$ cat src/rtl/flappy_game_engine.sv
// flappy_game_engine: frame-rate bird physics, pipe scroll/respawn, collision and scoring.
module flappy_game_engine #(
  parameter int SCREEN_WIDTH = 640,
  parameter int SCREEN_HEIGHT = 480,
  parameter int PIPE_WIDTH = 57,
  parameter int PIPE_SPACING = 160,
  parameter int GAP_HEIGHT = 120,
  parameter int SCROLL_SPEED = 2,
  parameter int BIRD_LEFT_EDGE = 60,
  parameter int BIRD_WIDTH = 47,
  parameter int BIRD_HEIGHT = 33,
  parameter int BIRD_START_Y = 220,
  parameter int GRAVITY = 1,
  parameter int JUMP_VELOCITY = 8,
  parameter int MAX_FALL = 8,
  parameter int DEAD_HOLD = 60,
  parameter logic [15:0] LFSR_SEED = 16'hACE1,
  parameter int NO_COLLIDE = 0
) (
  input  logic        clk,
  input  logic        reset,
  input  logic        frame_tick,
  input  logic        jump,
  output logic [31:0] pipe1x,
  output logic [31:0] pipe2x,
  output logic [31:0] pipe3x,
  output logic [31:0] pipe4x,
  output logic [31:0] pipe1bottomtop,
  output logic [31:0] pipe2bottomtop,
  output logic [31:0] pipe3bottomtop,
  output logic [31:0] pipe4bottomtop,
  output logic [31:0] pipe1yspace,
  output logic [31:0] pipe2yspace,
  output logic [31:0] pipe3yspace,
  output logic [31:0] pipe4yspace,
  output logic [31:0] bird_top_left,
  output logic [31:0] current_score,
  output logic [31:0] high_score
);
  typedef enum logic [1:0] {IDLE, INIT, PLAY, DEAD} state_t;
  localparam logic [11:0] SS = 12'(SCROLL_SPEED);
  localparam logic [11:0] WRAP = 12'(4 * PIPE_SPACING - SCROLL_SPEED);
  localparam logic [11:0] PW = 12'(PIPE_WIDTH);
  localparam logic [11:0] BL = 12'(BIRD_LEFT_EDGE);
  localparam logic [11:0] BR = 12'(BIRD_LEFT_EDGE + BIRD_WIDTH);
  localparam logic signed [11:0] BH = 12'(BIRD_HEIGHT);
  localparam logic signed [11:0] Y_MAX = 12'(SCREEN_HEIGHT - BIRD_HEIGHT);
  localparam logic signed [7:0] MF = 8'(MAX_FALL);
  state_t st;
  logic [15:0] lfsr, score, high, hold, score_nx;
  logic [10:0] px [4];
  logic [9:0] bt [4];
  logic [9:0] ys, y, new_bt;
  logic signed [7:0] vel, v_eff, v_sum, v_nx;
  logic signed [11:0] y_nx;
  logic [11:0] x_nx [4];
  logic [3:0] sc, hit, wrap;
  logic [16:0] score_sum;
  logic [1:0] idx;
  logic jump_prev, jump_pending, rise, jp, chk;
  // an edge arriving with the tick itself still counts for that tick
  assign rise = jump & ~jump_prev;
  assign jp = jump_pending | rise;
  assign new_bt = 10'd160 + 10'(lfsr[7:0]);
  always_comb begin
    v_eff = jp ? 8'(-JUMP_VELOCITY) : vel;
    v_sum = v_eff + 8'(GRAVITY);
    v_nx = v_sum > MF ? MF : v_sum;
    y_nx = $signed({2'b0, y}) + $signed({{4{v_eff[7]}}, v_eff});
    for (int i = 0; i < 4; i++) begin
      wrap[i] = {1'b0, px[i]} <= SS;
      x_nx[i] = wrap[i] ? {1'b0, px[i]} + WRAP : {1'b0, px[i]} - SS;
      sc[i] = ({1'b0, px[i]} + PW > BL) && (x_nx[i] + PW <= BL);
      hit[i] = ({1'b0, px[i]} < BR) && ({1'b0, px[i]} + PW > BL) &&
               (($signed({2'b0, y}) < $signed({2'b0, bt[i]}) - $signed({2'b0, ys})) ||
                ($signed({2'b0, y}) + BH > $signed({2'b0, bt[i]})));
    end
    score_sum = {1'b0, score} + 17'($countones(sc));
    score_nx = score_sum[16] ? 16'hFFFF : score_sum[15:0];
  end
  always_ff @(posedge clk or posedge reset) begin
    if (reset) begin
      st <= IDLE;
      lfsr <= LFSR_SEED;
      score <= '0;
      high <= '0;
      hold <= '0;
      ys <= '0;
      y <= '0;
      vel <= '0;
      idx <= '0;
      jump_prev <= 1'b0;
      jump_pending <= 1'b0;
      chk <= 1'b0;
      for (int i = 0; i < 4; i++) begin
        px[i] <= '0;
        bt[i] <= '0;
      end
    end else begin
      lfsr <= lfsr[0] ? (lfsr >> 1) ^ 16'hB400 : lfsr >> 1;
      jump_prev <= jump;
      jump_pending <= (frame_tick && st != INIT) ? 1'b0 : jp;
      chk <= 1'b0;
      case (st)
        IDLE: if (frame_tick && jp) begin
          for (int i = 0; i < 4; i++) px[i] <= 11'(SCREEN_WIDTH + i * PIPE_SPACING);
          bt[0] <= new_bt;
          ys <= 10'(GAP_HEIGHT);
          y <= 10'(BIRD_START_Y);
          vel <= '0;
          score <= '0;
          idx <= 2'd1;
          st <= INIT;
        end
        INIT: begin
          bt[idx] <= new_bt;
          idx <= idx + 2'd1;
          if (idx == 2'd3) st <= PLAY;
        end
        PLAY: if (frame_tick) begin
          for (int i = 0; i < 4; i++) begin
            px[i] <= x_nx[i][10:0];
            if (wrap[i]) bt[i] <= new_bt;
          end
          score <= score_nx;
          chk <= 1'b1;
          if (y_nx >= Y_MAX) begin
            st <= DEAD;
            hold <= '0;
            high <= score_nx > high ? score_nx : high;
          end else if (y_nx[11]) begin
            y <= '0;
            vel <= '0;
          end else begin
            y <= y_nx[9:0];
            vel <= v_nx;
          end
        end else if (chk && |hit && NO_COLLIDE == 0) begin
          st <= DEAD;
          hold <= '0;
          high <= score > high ? score : high;
        end
        DEAD: if (frame_tick) begin
          if (hold < 16'(DEAD_HOLD)) hold <= hold + 16'd1;
          else if (jp) begin
            st <= IDLE;
            score <= '0;
            ys <= '0;
            y <= '0;
            vel <= '0;
            for (int i = 0; i < 4; i++) begin
              px[i] <= '0;
              bt[i] <= '0;
            end
          end
        end
        default: st <= IDLE;
      endcase
    end
  end
  assign pipe1x = 32'(px[0]);
  assign pipe2x = 32'(px[1]);
  assign pipe3x = 32'(px[2]);
  assign pipe4x = 32'(px[3]);
  assign pipe1bottomtop = 32'(bt[0]);
  assign pipe2bottomtop = 32'(bt[1]);
  assign pipe3bottomtop = 32'(bt[2]);
  assign pipe4bottomtop = 32'(bt[3]);
  assign pipe1yspace = 32'(ys);
  assign pipe2yspace = 32'(ys);
  assign pipe3yspace = 32'(ys);
  assign pipe4yspace = 32'(ys);
  assign bird_top_left = 32'(y);
  assign current_score = 32'(score);
  assign high_score = 32'(high);
endmodule

$ cat config.mk
export PLATFORM = sky130hd
export DESIGN_NAME = flappy_game_engine
export DESIGN_NICKNAME = d
export VERILOG_FILES = /design/src/rtl/flappy_game_engine.sv
export SDC_FILE = /design/constraint.sdc
export NUM_CORES = 1
export LEC_CHECK = 0
export BUFFER_PORTS_ARGS = -buffer_cell sky130_fd_sc_hd__clkbuf_2
export CAP_MARGIN = 25
export CORE_ASPECT_RATIO = 0.6
export CORE_MARGIN = 2
export CORE_UTILIZATION = 54
export CTS_BUF_LIST = sky130_fd_sc_hd__clkbuf_8
export DETAILED_ROUTE_END_ITERATION = 7
export PLACE_DENSITY = 0.83
export SLEW_MARGIN = 20
export SYNTH_ARGS = -nofsm -noshare
export SYNTH_HDL_FRONTEND = slang
export SYNTH_SLANG_ARGS = --single-unit
$ cat constraint.sdc
create_clock -name clk -period 8.3 [get_ports clk]
set_clock_uncertainty 0.15 [all_clocks]
set_input_delay 1.245 -clock clk [delete_from_list [all_inputs] [get_ports clk]]
set_output_delay 1.245 -clock clk [all_outputs]
set_load 0.02 [all_outputs]
# Yosys cells after proc, flatten, opt, wreduce, memory -nomap -nowiden
# Index checks and enable logic that the tools add are counted.
word_totals:
  reg_bits: 183
  latch_bits: 0
  ram_bits: 0
  romBits: 0
  in_bits: 4
  out_inout_bits: 480
  word_cells: 223
  n_memories: 0
classes:
  n_addsub: 30
  n_mul: 0
  div: 0
  n_lt_le_gt_ge: 31
  eq_ne: 21
  n_shift: 0
  n_mux: 76
  n_bitwise: 5
  reduce_logical: 40
ops:
  columns: ["op", "n"]
  rows:
  - ["$mux W16", 17]
  - ["$mux W44", 5]
  - ["$mux W40", 4]
  - ["$mux W10", 14]
  - ["$pmux W44 S3", 1]
  - ["$pmux W30 S3", 1]
  - ["$mux W8", 9]
  - ["$add A11 B10 Y12 const B", 4]
  - ["$add A11 B6 Y12 const B", 4]
  - ["$add A12 B6 Y12 const B", 4]
  - ["$gt A12 B6 Y1 const B", 4]
  - ["$le A12 B6 Y1 const B", 4]
  - ["$mux W12", 4]
  - ["$pmux W16 S3", 1]
  - ["$sub A11 B2 Y12 const B", 4]
  - ["$le A11 B2 Y1 const B", 4]
  - ["$lt A11 B11 Y1", 4]
  - ["$lt A11 B7 Y1 const B", 4]
  - ["$sub A10 B10 Y11", 4]
  - ["$bwmux W40", 1]
  - ["$pmux W10 S4", 1]
  - ["$gt A12 B11 Y1", 3]
  - ["$gt A16 B16 Y1", 2]
  - ["$pmux W16 S2", 1]
  - ["other kinds (43)", 99]

# Depth between registers and ports, before layout
# Gate-level depths: netlist (run 1).
logic_depth:
  word_depth: 13
  ltp_mapped: 33

# Worst setup path before layout (run 1)
# OpenSTA, ideal clock, no wires.
synth_timing:
  kind: "reg-to-reg"
  start: "register px, in the netlist pipe1x[3]"
  end: "register high[1]"
  setup_time_ns: 0.127
  arrival_ns: 6.673
  required_ns: 8.023
  setup_slack_ns: 1.350
  path_stages_with_launch: 31
  path_cell_list: "dfrtp_1 -> clkbuf_1 -> nor4_1 -> a21oi_1 -> nor4_1 -> xnor2_1 -> mux2i_1 -> o22ai_1 -> o2111ai_1 -> fa_1 -> fa_1 -> inv_1 -> fa_1 -> clkbuf_1 -> nand2_1 -> nor2_1 -> nand4_1 -> or3_1 -> clkbuf_1 -> and2_1 -> inv_1 -> ha_1 -> a21o_1 -> a21o_1 -> a21oi_1 -> o21ai_0 -> a2111oi_0 -> a2bb2oi_1 -> nor3_4 -> buf_4 -> mux2i_1"
synth_between:
  elab_chain_cells: 12
  elab_cells_between_ends: 25
synth_lines:
  columns: ["item", "line_no", "text"]
  rows:
  - ["start, declared", "51", "logic [10:0] px [4];"]
  - ["start signal, assigned by index", "122", "px[i] <= x_nx[i][10:0];"]
  - ["$sub A11 B2 Y12 (tied with other cells)", "72", "x_nx[i] = wrap[i] ? {1'b0, px[i]} + WRAP : {1'b0, px[i]} - SS;"]
  - ["$mux W12", "72", null]
  - ["$add A12 B6 Y12", "73", "sc[i] = ({1'b0, px[i]} + PW > BL) && (x_nx[i] + PW <= BL);"]
  - ["$le A12 B6 Y1", "73", null]
  - ["$logic_and A1 B1 Y1", "73", null]
  - ["$add A1 B1 Y2 (not written as such)", "78", "score_sum = {1'b0, score} + 17'($countones(sc));"]
  - ["$add A2 B2 Y3 (not written as such)", "78", null]
  - ["$add A16 B3 Y17", "78", null]
  - ["$mux W16", "79", "score_nx = score_sum[16] ? 16'hFFFF : score_sum[15:0];"]
  - ["$gt A16 B16 Y1 or $mux W16 (tied branches)", "130", "high <= score_nx > high ? score_nx : high;"]
  - ["$ne A2 B1 Y1 (no line) or $mux W16 (tied branches)", null, null]
  - ["$reduce_and A5 Y1 (no line) or $mux W16 (tied branches)", null, null]
  - ["end signal, assigned", "130", null]
  - ["end signal, assigned", "141", "high <= score > high ? score : high;"]
  - ["end, declared", "50", "logic [15:0] lfsr, score, high, hold, score_nx;"]
# Several ways; a longest one is shown, not always the timed one. The select of a mux whose other input is x is not followed.
# A chain may end at the register's enable or synchronous reset.

# Final worst setup path (run 1)
layout_timing:
  start: "register px, in the netlist pipe1x[3]"
  end: "register high[6]"
# Same word-level chain as after synthesis.

==> results of run 1 <==
[registers in the layout, summed over array words and instances, names as in the netlist, 8 cells and up]
| register | flops |
|---|---|
| high | 16 |
| hold | 16 |
| lfsr | 16 |
| pipe1bottomtop | 10 |
| pipe1x | 10 |
| pipe2bottomtop | 9 |
| pipe2x | 10 |
| pipe3bottomtop | 9 |
| pipe3x | 10 |
| pipe4bottomtop | 9 |
| pipe4x | 10 |
| score | 16 |
| vel | 8 |
| y | 10 |
[worst max-delay path by stage]
stage | start | to | slack [ps] | cells after the start
detailed placement | pipe1x[3] | high[11] | 300 | 27
global route | pipe1x[3] | high[6] | -8 | 27
finish | pipe1x[3] | high[6] | 440 | 27
global placement | pipe1x[3] | high[11] | 820 | 28
floorplan | pipe1x[3] | high[1] | 1350 | 30
CTS | pipe1x[3] | high[6] | 230 | 28
[layout make-up]
| cell class | instances | area share |
|---|---|---|
| clock buffers | 20 | 0.01725 |
| clock inverters | 12 | 0.006665 |
| inverters | 121 | 0.02878 |
| multi-input cells | 1528 | 0.6044 |
| flip-flops and latches | 167 | 0.2625 |
| well taps | 400 | 0.03136 |
| repair buffers | 150 | 0.04900 |
[power by group through the flow]
| stage | combinational [W] | clock [W] | sequential, W |
|---|---|---|---|
| after CTS | 0.00344 | 0.000600 | 0.00121 |
| after global placement | 0.00328 | 0 | 0.00121 |
| final | 0.00352 | 0.000596 | 0.00122 |
| after global routing | 0.00389 | 0.000640 | 0.00124 |
| after floorplan | 0.00268 | 0 | 0.00123 |
| after detailed placement | 0.00342 | 0 | 0.00122 |
[per-layer routing]
metal	routed length, µm	share of wire	up-vias	GRT usage
met4	652	0.016	0	0.06291
met3	4688	0.11	61	0.09017
met1	18310	0.44	6357	0.3764
met5	0	0	-	0
li1	-	-	6097	-
met2	18340	0.44	625	0.3815
[per-stage QoR]
stage,power (W),cell area [µm²],util
2_1_floorplan,0.003915,17210,-
3_3_place_gp,0.004499,15550,0.5382
3_5_place_dp,0.004646,15560,0.5386
4_1_cts,0.005251,15940,0.5518
5_1_grt,0.005769,15960,0.5524
6_report,0.005334,15960,0.5524
[logic make-up (layout without fill, tap and decap cells)]
group / count (synthesis) / after routing / synth area share
buffers and inverters: 540 / 303 / 0.2129
AND/OR/NAND/NOR: 484 / 484 / 0.1476
AO/OA/AOI/OAI: 413 / 413 / 0.1692
adder cells (fa/ha/maj): 180 / 180 / 0.1452
flip-flops: 167 / 167 / 0.2631
XOR/XNOR: 73 / 73 / 0.04016
multiplexers: 33 / 33 / 0.02146
other: 1 / 345 / 0.0002356
[critical path, delay by kind of cell, from the launching register on]
family	cells	cell delay, ps
AND/OR/NAND/NOR	9	2380
AO/OA/AOI/OAI	8	2020
adder cells (fa/ha/maj)	5	1830
flip-flops	1	500
buffers and inverters	3	370
multiplexers	1	310
XOR/XNOR	1	170
[cell usage in the layout (no fill, tap or decap), drive strengths merged, types with 9 or more instances in the layout]
cell	count
or3	12
a22o	10
mux2	9
a21o	29
buf	12
xnor2	53
nand2	157
nand3	57
a21oi	99
o22a	16
clkbuf	158
mux2i	24
xor2	20
inv	128
nand4	29
and2	13
and3	13
dfrtp	159
nor3	40
o21a	10
o31ai	27
nor2	92
ha	172
nor2b	11
nor4	13
nand2b	18
conb	345
o21ai	119
a31oi	22
[repair_timing]
item | in CTS | in global routing
gates resized for setup | 0 | 2
hold buffers | 0 | 0
hold endpoints to repair | 0 | 0
endpoints found under the setup margin | 0 | 16
==> summary.md, run 1 <==
| Metric | Value |
|---|---|
| Seq cells post-synth | `167` |
| Crit-path max FO | `10` |
| Residual DRC | `0` |
| Endpoints failing hold | `0` |
| Count of cell types in the netlist | `82` |
| Initial DRC count | `1367` |
| Worst Hold Class | `reg -> reg` |
| FFs w/ async S/R, synth | `1.000` |
| Startpoint Class | `flop` |
| Clock Sinks | `167` |
| Avg Synthesized Cell Area | `around 8.4 µm²` |
| CTS Buffer Depth | `2` |
| Count leader, synth | `buf_4` |
| Fin Setup TNS | `0 ps` |
| Inst Count DP | `between 2000 and 2500` |
| Core ar. | `just under 0.03 mm²` |
| Vias in the first global route | `around 12000` |
| H-Tree Depth | `4` |
| GR Overflow Total | `0` |
| # IOs | `roughly 480` |
| Antenna diodes | `0` |
| Max-slew violations | `0` |
| Slowest CP cell | `nor4_2` |
| CP Data Arrival Time | `8100 ps` |
| Die area | `0.03091 mm²` |
| Nets | `2169` |
| Hold_ws | `213.4 ps` |
| CTS tree | `built` |
| Largest area contributor in the netlist | `dfrtp_1` |
| Worst R2R Start | `pipe1x[3]` |
| Slew @ Worst Pin | `996.4 ps` |
| Register area share after synthesis | `0.2631` |
| Starting density of the core | `0.5511` |
| Synthesized instance count | `1891` |
| Synth cell count leaders | `buf_4 (361), ha_1 (172), dfrtp_1 (159)` |
| Worst r2r dst | `high[6]` |
| Detailed-route via count | `13140` |
| Die W | `225.7 µm` |
| Fill cells | `2619` |
| HPWL Detailed | `31.97 mm` |
| Non-Filler Instances | `2398` |
| Die Y-Extent | `about 140 µm` |
| Post-synth EDFFs | `0` |
| Initial antenna violation count | `0` |
| Root buf cell | `clkbuf_8` |
| Ys Warns | `0` |
| NetSw | `0.002936 W` |
| Fin crit share | `0.9475` |
| Setup WS post-layout | `435.4 ps` |
| PortBufs | `138` |
| Final GP Congestion | `0.9568` |
| Largest net degree at the start of global routing | `91` |
| Flop-to-flop setup slack | `440 ps` |
| Total CTS buffers | `17` |
| PwrDens | `approximately 330 mW/mm²` |
| Final WL | `about 42 mm` |
| Clock network power share | `0.112` |
| Slew headroom | `0.3333` |
| VDD IR-drop max | `~0.00017 V` |
| Final setup viols | `0` |
| Hold EP | `lfsr[8]` |
| Fmax | `127.2 MHz` |
| Area share of the largest cell type after synthesis | `0.2499` |
| Via density | `5.480` |
| Cell Area, Synth | `0.01592 mm²` |
| Outcome | `finished clean` |
| Crit path top cell by count | `fa_1` |
| Leakage power | `8.062 nW` |
| Setup Fix Bufs, Post-CTS | `0` |
| Crit path time final | `roughly 8000 ps` |
| Comb power frac | `0.659` |
| FF+latch area | `~0.0042 mm²` |
| Place WS | `303.2 ps` |
| Share of power burned in registers | `0.229` |
| Sw Share | `0.5504` |
| Skew-Pair Late Insertion Delay | `between 500 and 600 ps` |
| FF-to-FF path depth | `27` |
| Max incr delay on CP | `540 ps` |
| DRT Pass-1 Iters | `6` |
| Ys flop type | `dfrtp_1` |
| Multi-input gate area | `0.009646 mm²` |
| DR WL/cell | `17.51 µm` |
| CP required | `8530 ps` |
| CP endpoint kind | `flop` |
| Share of post-route cells with drive strength above 1 | `0.1126` |
| Max Cap Viol | `0` |
| Pint | `0.002398 W` |
| Area delta synth->final | `0.2436%` |
| # rows | `48` |
| GR Util All Layers | `0.2639` |
| Final ANT Viol Nets | `0` |
| WHS Path Cells | `0` |
| Area contributors post-synth | `dfrtp_1 (25%), buf_4 (17%), ha_1 (14%)` |
| Crit path kind | `reg -> reg` |
| Clk slew on worst S/H paths | `~100 ps` |
| HP Start | `lfsr[9]` |
| First-pass GRT wire length | `63.85 mm` |
(Power assumes the default switching activity.)
==> run 2: changes to the inputs <==
==> constraint.sdc (replaced) <==
create_clock -name clk -period 8.3 [get_ports clk]
set_clock_uncertainty 0.15 [all_clocks]
set_input_delay 0 -clock clk [delete_from_list [all_inputs] [get_ports clk]]
set_output_delay 0 -clock clk [all_outputs]
set_load 0.02 [all_outputs]
==> run 2 against run 1 <==
Combinational power barely moved. Largest cell class unchanged. Non-clock buffer count increased by 3. Via count increased by 0.22%. Critical endpoint unchanged. Die area unchanged.
==> summary.md, run 2 (synthesized netlist as in run 1, its figures left out) <==
| Metric | Value |
|---|---|
| GR Overflow Total | `0 (unchanged)` |
| M2 GR Usage | `0.3680 (-0.01355)` |
| Slew headroom | `0.2997 (-0.03359)` |
| CP endpoint kind | `flop` |
| Worst Hold Class | `in -> async` |
| Starting density of the core | `0.5511 (unchanged)` |
| Slew @ Worst Pin | `1047 ps (+50.19 ps)` |
| CTS tree | `built` |
| PwrDens | `334.9 mW/mm² (+0.19%)` |
| HPWL Detailed | `31.92 mm (-0.16%)` |
| GR Util All Layers | `0.2611 (-0.002834)` |
| Root buf cell | `clkbuf_8` |
| Die Y-Extent | `137.0 µm (unchanged)` |
| Max incr delay on CP | `550 ps (about the same)` |
| GR Util met1 | `0.3832 (+0.006843)` |
| Endpoints failing hold | `0 (unchanged)` |
| Largest net degree at the start of global routing | `91 (unchanged)` |
| Initial DRC count | `1572 (+15%)` |
| Crit path time final | `7803 ps (-61.62 ps)` |
| RSZ-0062 raised after global routing | `false` |
| Clk slew on worst S/H paths | `100 ps (about the same)` |
| Die W | `225.7 µm (unchanged)` |
| FF-to-FF path depth | `29 (+7.4%)` |
| Most frequent cells in the layout | `conb_1 (345), ha_1 (172), dfrtp_1 (159)` |
| Outcome | `finished clean` |
| Via density | `5.485 (about the same)` |
| Skew-Pair Late Insertion Delay | `520 ps (about the same)` |
| Hold_ws | `33.58 ps (-179.8 ps)` |
| Fin crit share | `0.9401 (-0.007425)` |
| Detailed-route via count | `13170 (+0.22%)` |
| Total CTS buffers | `17 (unchanged)` |
| Most common cell after layout, fill and taps aside | `conb_1` |
| CP required | `8540 ps (about the same)` |
| First-pass GRT wire length | `62.65 mm (-1.9%)` |
| VDD IR-drop max | `0.0002651 V (+56%)` |
| H-Tree Depth | `4 (unchanged)` |
| DRT Pass-1 Iters | `6 (unchanged)` |
| Residual DRC | `0 (unchanged)` |
| Slowest CP cell | `dfrtp_1` |
| Clock Sinks | `167 (unchanged)` |
| Fmax | `128.2 MHz (+0.79%)` |
| Max-slew violations | `0 (unchanged)` |
| # rows | `48 (unchanged)` |
| Startpoint Class | `flop` |
| Fin Setup TNS | `0 ps (unchanged)` |
| Crit path kind | `reg -> reg` |
| # IOs | `484 (unchanged)` |
| Final WL | `42.00 mm (about the same)` |
| Setup Fix Bufs, Post-CTS | `0 (unchanged)` |
| Leakage power | `8.098 nW (+0.45%)` |
| Die area | `0.03091 mm² (unchanged)` |
| Final GP Congestion | `0.9657 (+0.93%)` |
| Vias in the first global route | `11500 (-1.2%)` |
| Area delta synth->final | `0.6444%` |
| Crit-path max FO | `9 (-1)` |
| Initial antenna violation count | `0 (unchanged)` |
| CTS Buffer Depth | `2 (unchanged)` |
| DR WL/cell | `17.49 µm (-0.11%)` |
| Nets | `2172 (+0.14%)` |
| Final setup viols | `0 (unchanged)` |
| PortBufs | `138 (unchanged)` |
| Most Used Layer, Global Route | `met1` |
| Share of post-route cells with drive strength above 1 | `0.1129 (+0.0003309)` |
| Final ANT Viol Nets | `0 (unchanged)` |
| Crit path top cell by count | `inv_1` |
| GR met3 Demand/Resource | `0.07793 (-0.01224)` |
| Max Cap Viol | `0 (unchanged)` |
| Antenna diodes | `0 (unchanged)` |
| CP Data Arrival Time | `8040 ps (-60 ps)` |
| Core ar. | `0.02889 mm² (unchanged)` |
-- run 2: cell types whose count changed in the layout (fill, tap and decap cells not counted), sizes merged --
| cell | delta |
|---|---|
| dlygate4sd3 | +3 |
| clkbuf | -2 |
| bufinv | +2 |
| clkinvlp | -1 |
| inv | -1 |
| clkinv | +2 |
-- run 2: report_power, final --
part / internal (W) / switching [W]
logic: 0.00121 / 0.00229
clock network: 0.000282 / 0.000353
registers: 0.000948 / 0.000276
-- run 2: per-layer routing --
metal	wire, µm	up-vias
li1	-	6110
met1	18450	6305
met2	18170	674
met3	4563	80
met4	816	0
met5	0	-
-- run 2: worst paths after layout --
| check | startpoint | endpoint | slack [ps] |
|---|---|---|---|
| max in group asynchronous | reset | y[3] | 6680 |
| max reg2reg | pipe3x[3] | high[6] | 500 |
| min reg2reg | lfsr[8] | lfsr[7] | 210 |
| max | pipe3x[3] | high[6] | 500 |
| min | reset | lfsr[8] | 30 |
| min in group clk | jump | jump_prev | 40 |
-- run 2: timing repair --
| item | CTS | global route |
|---|---|---|
| setup endpoints to repair | 0 | 16 |
| hold endpoints to repair | 104 | 0 |
| resized for setup | 0 | 3 |
| hold buffers | 3 | 0 |
-- run 2: layout make-up --
class / instances / area (µm²)
Clock buffer: 18 / 247.7
Clock inverter: 14 / 160.2
Fill cell: 2612 / 12870
Inverter: 121 / 459.2
Multi-Input combinational cell: 1528 / 9653
Sequential cell: 167 / 4189
Tap cell: 400 / 500.5
Timing Repair Buffer: 153 / 812.0
-- run 2: critical path, delay by kind of cell (launching register included) --
| family | cells | cell delay (ps) |
|---|---|---|
| AND/OR/NAND/NOR | 9 | 2280 |
| AO/OA/AOI/OAI | 8 | 1910 |
| adder cells (fa/ha/maj) | 5 | 1770 |
| buffers and inverters | 5 | 580 |
| flip-flops | 1 | 550 |
| multiplexers | 1 | 340 |
| XOR/XNOR | 1 | 90 |
-- run 2: through the flow --
| stage | setup slack, ps | util | cells | total power, W | cell area (µm²) |
|---|---|---|---|---|---|
| final | 497.0 | 0.5546 | 2401 | 0.005365 | 16020 |
| after detailed placement | 357.6 | 0.5386 | 2366 | 0.004643 | 15560 |
| after global placement | 811.8 | 0.5382 | 2364 | 0.004503 | 15550 |
| after floorplan | 1350 | - | 2235 | 0.003915 | 17210 |
| after global routing | 0.8251 | 0.5546 | 2401 | 0.005779 | 16020 |
| after CTS | 291.0 | 0.5538 | 2401 | 0.005294 | 16000 |
